[src/rtl/cam_pkg.sv]
// rtl/cam_pkg.sv - shared types and constants for the camera frame capture block
package cam_pkg;

  typedef enum logic [1:0] {
    S_IDLE    = 2'd0,
    S_ARM     = 2'd1,
    S_CAPTURE = 2'd2,
    S_DONE    = 2'd3
  } cap_state_t;

  localparam int H_SRC_DEF = 320;
  localparam int V_SRC_DEF = 240;
  localparam int DEPTH_DEF = 19200;
  localparam int ADDR_W    = 15;
  localparam int PIX_W     = 16;
  localparam int COL_W     = 9;
  localparam int ROW_W     = 8;
  localparam int BYTE_W    = 8;

endpackage

[src/rtl/sync_edge.sv]
// rtl/sync_edge.sv - 2-flop synchronizer with rise/fall detection on the synchronized level
module sync_edge (
  input  logic clk,
  input  logic rst_n,
  input  logic i_d,
  output logic o_q,
  output logic o_rise,
  output logic o_fall
);

  logic r_s1;
  logic r_s2;
  logic r_prev;

  always_ff @(posedge clk or negedge rst_n) begin
    if (!rst_n) begin
      r_s1   <= 1'b0;
      r_s2   <= 1'b0;
      r_prev <= 1'b0;
    end else begin
      r_s1   <= i_d;
      r_s2   <= r_s1;
      r_prev <= r_s2;
    end
  end

  assign o_q    = r_s2;
  assign o_rise = r_s2 & ~r_prev;
  assign o_fall = ~r_s2 & r_prev;

endmodule

[src/rtl/cam_frame_capture.sv]
// rtl/cam_frame_capture.sv - captures one camera frame, pairs bytes into RGB565 pixels,
// decimates 2x in both axes and writes kept pixels sequentially into the frame memory.
module cam_frame_capture
  import cam_pkg::*;
#(
  parameter int H_SRC = H_SRC_DEF,
  parameter int V_SRC = V_SRC_DEF,
  parameter int DEPTH = (H_SRC / 2) * (V_SRC / 2)
) (
  input  logic              clk,
  input  logic              rst_n,
  input  logic              start,
  input  logic              cam_pclk,
  input  logic              cam_vsync,
  input  logic              cam_href,
  input  logic [BYTE_W-1:0] cam_d,
  output logic              busy,
  output logic              frame_done,
  output logic              overflow,
  output logic              ena,
  output logic              wea,
  output logic [ADDR_W-1:0] addra,
  output logic [PIX_W-1:0]  dia
);

  localparam logic [ADDR_W-1:0] L_DEPTH = ADDR_W'(DEPTH);

  logic w_pclk_q, w_pclk_rise, w_pclk_fall;
  logic w_vsync_q, w_vsync_rise, w_vsync_fall;
  logic w_href_q, w_href_rise, w_href_fall;
  logic w_unused_edges;

  sync_edge u_sync_pclk (
    .clk    (clk),
    .rst_n  (rst_n),
    .i_d    (cam_pclk),
    .o_q    (w_pclk_q),
    .o_rise (w_pclk_rise),
    .o_fall (w_pclk_fall)
  );

  sync_edge u_sync_vsync (
    .clk    (clk),
    .rst_n  (rst_n),
    .i_d    (cam_vsync),
    .o_q    (w_vsync_q),
    .o_rise (w_vsync_rise),
    .o_fall (w_vsync_fall)
  );

  sync_edge u_sync_href (
    .clk    (clk),
    .rst_n  (rst_n),
    .i_d    (cam_href),
    .o_q    (w_href_q),
    .o_rise (w_href_rise),
    .o_fall (w_href_fall)
  );

  assign w_unused_edges = &{w_pclk_q, w_pclk_fall, w_vsync_q, w_href_rise};

  cap_state_t            r_state;
  cap_state_t            w_state_next;
  logic                  r_run;
  logic [BYTE_W-1:0]     r_d1;
  logic [BYTE_W-1:0]     r_d2;
  logic                  r_byte_ph;
  logic [BYTE_W-1:0]     r_hi;
  logic [COL_W-1:0]      r_col;
  logic [ROW_W-1:0]      r_row;
  logic [ADDR_W-1:0]     r_addr;
  logic                  r_overflow;
  logic                  r_wea;
  logic [ADDR_W-1:0]     r_addra;
  logic [PIX_W-1:0]      r_dia;
  logic                  w_start_ok;
  logic                  w_byte_stb;
  logic                  w_pix_done;
  logic                  w_keep;

  // r_run blocks a start that arrives on the very first edge after reset release
  assign w_start_ok = start & r_run;
  assign w_byte_stb = (r_state == S_CAPTURE) & w_pclk_rise & w_href_q & ~w_href_fall;
  assign w_pix_done = w_byte_stb & r_byte_ph;
  assign w_keep     = w_pix_done & ~r_col[0] & ~r_row[0];

  always_comb begin
    w_state_next = r_state;
    case (r_state)
      S_IDLE:    if (w_start_ok)   w_state_next = S_ARM;
      S_ARM:     if (w_vsync_fall) w_state_next = S_CAPTURE;
      S_CAPTURE: if (w_vsync_rise) w_state_next = S_DONE;
      S_DONE:                      w_state_next = S_IDLE;
      default:                     w_state_next = S_IDLE;
    endcase
  end

  always_ff @(posedge clk or negedge rst_n) begin
    if (!rst_n) begin
      r_state <= S_IDLE;
      r_run   <= 1'b0;
      r_d1    <= '0;
      r_d2    <= '0;
    end else begin
      r_state <= w_state_next;
      r_run   <= 1'b1;
      r_d1    <= cam_d;
      r_d2    <= r_d1;
    end
  end

  always_ff @(posedge clk or negedge rst_n) begin
    if (!rst_n) begin
      r_byte_ph  <= 1'b0;
      r_hi       <= '0;
      r_col      <= '0;
      r_row      <= '0;
      r_addr     <= '0;
      r_overflow <= 1'b0;
      r_wea      <= 1'b0;
      r_addra    <= '0;
      r_dia      <= '0;
    end else begin
      r_wea <= 1'b0;
      if ((r_state == S_IDLE) && w_start_ok) begin
        r_byte_ph  <= 1'b0;
        r_col      <= '0;
        r_row      <= '0;
        r_addr     <= '0;
        r_overflow <= 1'b0;
      end else if (r_state == S_CAPTURE) begin
        if (w_href_fall) begin
          r_byte_ph <= 1'b0;
          r_col     <= '0;
          if (r_row != '1) r_row <= r_row + 1'b1;
        end else if (w_byte_stb) begin
          if (!r_byte_ph) begin
            r_hi      <= r_d2;
            r_byte_ph <= 1'b1;
          end else begin
            r_byte_ph <= 1'b0;
            if (r_col != '1) r_col <= r_col + 1'b1;
          end
        end
        // once the memory is full, further kept pixels only flag overflow
        if (w_keep) begin
          if (r_addr < L_DEPTH) begin
            r_wea   <= 1'b1;
            r_addra <= r_addr;
            r_dia   <= {r_hi, r_d2};
            r_addr  <= r_addr + 1'b1;
          end else begin
            r_overflow <= 1'b1;
          end
        end
      end
    end
  end

  assign busy       = (r_state != S_IDLE);
  assign frame_done = (r_state == S_DONE);
  assign overflow   = r_overflow;
  assign wea        = r_wea;
  assign ena        = r_wea;
  assign addra      = r_addra;
  assign dia        = r_dia;

endmodule

[config.mk]
export PLATFORM = sky130hd
export DESIGN_NAME = cam_frame_capture
export DESIGN_NICKNAME = d
export VERILOG_FILES = /design/src/rtl/cam_pkg.sv /design/src/rtl/sync_edge.sv /design/src/rtl/cam_frame_capture.sv
export SDC_FILE = /design/constraint.sdc
export NUM_CORES = 1
export LEC_CHECK = 0
export CORE_UTILIZATION = 64
export DETAILED_ROUTE_END_ITERATION = 7
export DONT_BUFFER_PORTS = 1
export GPL_TIMING_DRIVEN = 0
export MAX_ROUTING_LAYER = met4
export PLACE_DENSITY = 0.8
export SKIP_LAST_GASP = 1
export SLEW_MARGIN = 20
export SYNTH_ARGS = -nofsm -noshare
export SYNTH_HDL_FRONTEND = slang
export SYNTH_SLANG_ARGS = --single-unit
[constraint.sdc]
create_clock -name clk -period 4.9 [get_ports clk]
set_input_delay 0.735 -clock clk [delete_from_list [all_inputs] [get_ports clk]]
set_output_delay 0.735 -clock clk [all_outputs]
set_load 0.1 [all_outputs]
==> flow_summary_export.csv <==
group,metric,value,unit
status,status,"finished, final reports clean",
critical_path,r2r-end,"r_col[2]",
critical_path,reg2reg_from,"r_col[0]",
power,power_leakage,2.079,nW
layout,antenna_cells,0,
placed_design,place_ws,2280,ps
synth,synth.yosys.seq_area_share,0.6002,
floorplanning,die_area,6975,um^2
global_routing,grt_pass1_vias,2647,
drt,viasPerCell,6.136,
power,p_comb_frac,0.171,
clock_tree,cts_resized,0,
clock_tree,max-clock-path-buffers,2,
floorplanning,core-area,6386,um^2
floorplanning,initial_core_util,0.6659,
clock_tree,cts_tree,"done",
drt,drt_wl_total,7059,um
synth,synth_adder_area_share,0.02648,
drt,drc,0,
clock_tree,post-cts-setup-buffers,0,
critical_path,arrival,2930,ps
power,pwr-share-seq,0.627,
sta,hold_violations,0,
placed_design,io_buffers,0,
critical_path,worstPathRequired,5170,ps
synth,synth_largest_area_cell,"dfrtp_1",
layout,fillers,423,
power,p_per_area,575.1,nW/um^2
placed_design,dp_cells,412,
layout,area_growth,7.149,%
sta,tightest_slew,983.3,ps
drt,dr.first_iter.drc_count,216,
critical_path,cp_max_fo,8,
clock_tree,clk_pin_slew_worst_paths,110,ps
layout,final_common_cell,"dfrtp_1",
sta,worst_slack,2238,ps
layout,drive_above_1_share,0.1966,
synth,syn-num-nets,358,
min_path,hold_class,"input pin to asynchronous set/reset pin",
global_routing,grt_usage,0.2340,
synth,synthXorXnorAreaFrac,0.002059,
synth,synthDistinctLibCells,52,
clock_tree,cts.sinks,102,
synth,synth_top_family_by_area,"simple AND/OR/NAND/NOR gates",
power,p_int,1.408,mW
power,swShare,0.4629,
power,clkPwrFrac,0.202,
sta,post-route-min-period,2662,ps
global_routing,grt_pass1_wl,12500,um
layout,final_cell_mix,"dfrtp_1, mux2_2, nand2_1",
floorplanning,num_rows,29,
clock_tree,clk_latency,370,ps
placed_design,gp_congestion,0.8289,
clock_tree,htreeDepth,3,
critical_path,path_class,"flop to flop",
critical_path,cp-start-kind,"flop",
global_routing,antenna_found_initial,0,
sta,timing.slew.headroom,0.3461,
layout,nNetsFinal,369,
clock_tree,cts_root_buffer,"clkbuf_8",
sta,setup_tns,0,ps
sta,drv_slew,0,
run,maxCapViolations,0,
critical_path,crit_path_end_kind,"flop",
sta,rsz0062_at_grt,"no",
critical_path,rr_worst_depth,9,
synth,yosysTopAreaCellShare,0.6002,
power,ir_worst_vdd,0.0005120,V
synth,synth_area_leaders,"dfrtp_1, mux2_2, ha_1",
synth,ys.flop_type,"dfrtp_1",
synth,synth_compound_area_frac,0.09238,
synth,synthCells,335,
synth,synth_seq_cells,102,
sta,fin_crit_sh,0.5432,
synth,synth_mux_area_frac,0.1227,
synth,syn_avg_cell_area,12.70,um^2
synth,ys_warn_count,0,
power,p_total,2.621,mW
global_routing,grt-ovfl-total,0,
drt,firstDrtPassIters,6,
drt,vias,2626,
sta,skew,13.98,ps
floorplanning,fp.dieW,83.52,um
sta,setup_viol,0,
synth,synth_area,4253,um^2
drt,drtAntennaViolNets,0,
synth,yosys.area_share.simple,0.1321,
clock_tree,cts_hold_buf,0,
critical_path,r2r_slack,2240,ps
drt,wire_per_inst,16.49,um
placed_design,hpwl,4795,um
floorplanning,io_pins,50,
power,p_switching,1.213,mW
floorplanning,die_h,83.52,um
synth,synth_edf_count,0,
layout,stdcell_count,428,
clock_tree,cts_buffers,9,
global_routing,grt_start_max_net_pins,103,
layout,fin_util,0.7136,
sta,fmax,375.7,MHz
synth,async_reset_ff_frac,1.000,
[metal layers]
metal	wire length [um]	up-vias	GRT usage	part of all wire
li1	-	1246	-	-
met1	3234	1299	0.3124	0.46
met2	3284	66	0.3487	0.47
met3	382	15	0.05737	0.054
met4	157	0	0.09861	0.022
met5	0	-	-	0
[critical path, cell delays in order (launching register included)]
cell     delay (ps)
dfrtp_1         470
ha_1            240
nand3_1         120
or2_2           350
nor2_1          120
ha_1            150
nor2b_1          60
nor3_1          590
nor2_1          180
a31o_2          280
[power groups by stage]
stage          combinational, mW  clock [mW]  sequential [mW]
2_1_floorplan              0.388           0             1.61
3_3_place_gp               0.431           0             1.65
3_5_place_dp               0.454           0             1.66
4_1_cts                    0.455       0.539             1.64
5_1_grt                    0.504       0.571             1.67
6_report                   0.449       0.529             1.64
[cell usage after synthesis, drive strengths merged (3+ instances only)]
library cell,number
mux2,41
nand2,21
ha,9
nor2,11
nor3,8
and3,3
nand2b,4
a21oi,14
nand4,3
o31ai,9
mux2i,6
o21ai,12
or4,6
clkbuf,6
and4,4
or3,9
buf,5
nand3,15
inv,8
nor4,3
o21a,3
dfrtp,102
[logic make-up after synthesis]
kind of cell | count (synthesis)
flip-flops | 102
AND/OR/NAND/NOR | 100
AO/OA/AOI/OAI | 56
multiplexers | 47
buffers and inverters | 19
adder cells (fa/ha/maj) | 9
other | 1
XOR/XNOR | 1
[registers in the layout, indices dropped and copies added (netlist names), 2 cells and up]
signal	cells
r_d2	8
r_d1	8
addra	15
dia	16
r_row	8
r_hi	8
r_addr	15
r_col	9
r_state	2
[layout make-up]
type | instances | area [um^2] | share of cell area
flip-flops and latches | 102 | 2552 | 0.5601
plain buffers | 11 | 68.82 | 0.01510
well taps | 77 | 96.34 | 0.02114
inverters | 8 | 30.03 | 0.006590
clock inverters | 7 | 83.83 | 0.01840
clock buffers | 9 | 123.9 | 0.02718
multi-input cells | 214 | 1602 | 0.3515
[worst max-delay path by stage]
stage / start / endpoint / cells after the start
final: r_col[0] / r_col[2] / 9
after global routing: r_col[0] / r_col[2] / 9
after CTS: r_col[0] / r_col[2] / 9
after detailed placement: r_col[0] / r_col[2] / 9
after global placement: r_col[0] / r_col[2] / 9
after floorplan: r_col[0] / r_col[2] / 9
[stage by stage]
stage | hold WS [ps] | cell area, um^2
floorplan | 331.2 | 4253
global placement | 332.1 | 4349
detailed placement | 334.7 | 4349
CTS | 30.03 | 4557
global route | 18.24 | 4557
finish | 55.47 | 4557
Note: power is estimated with default switching activity, not from simulation.
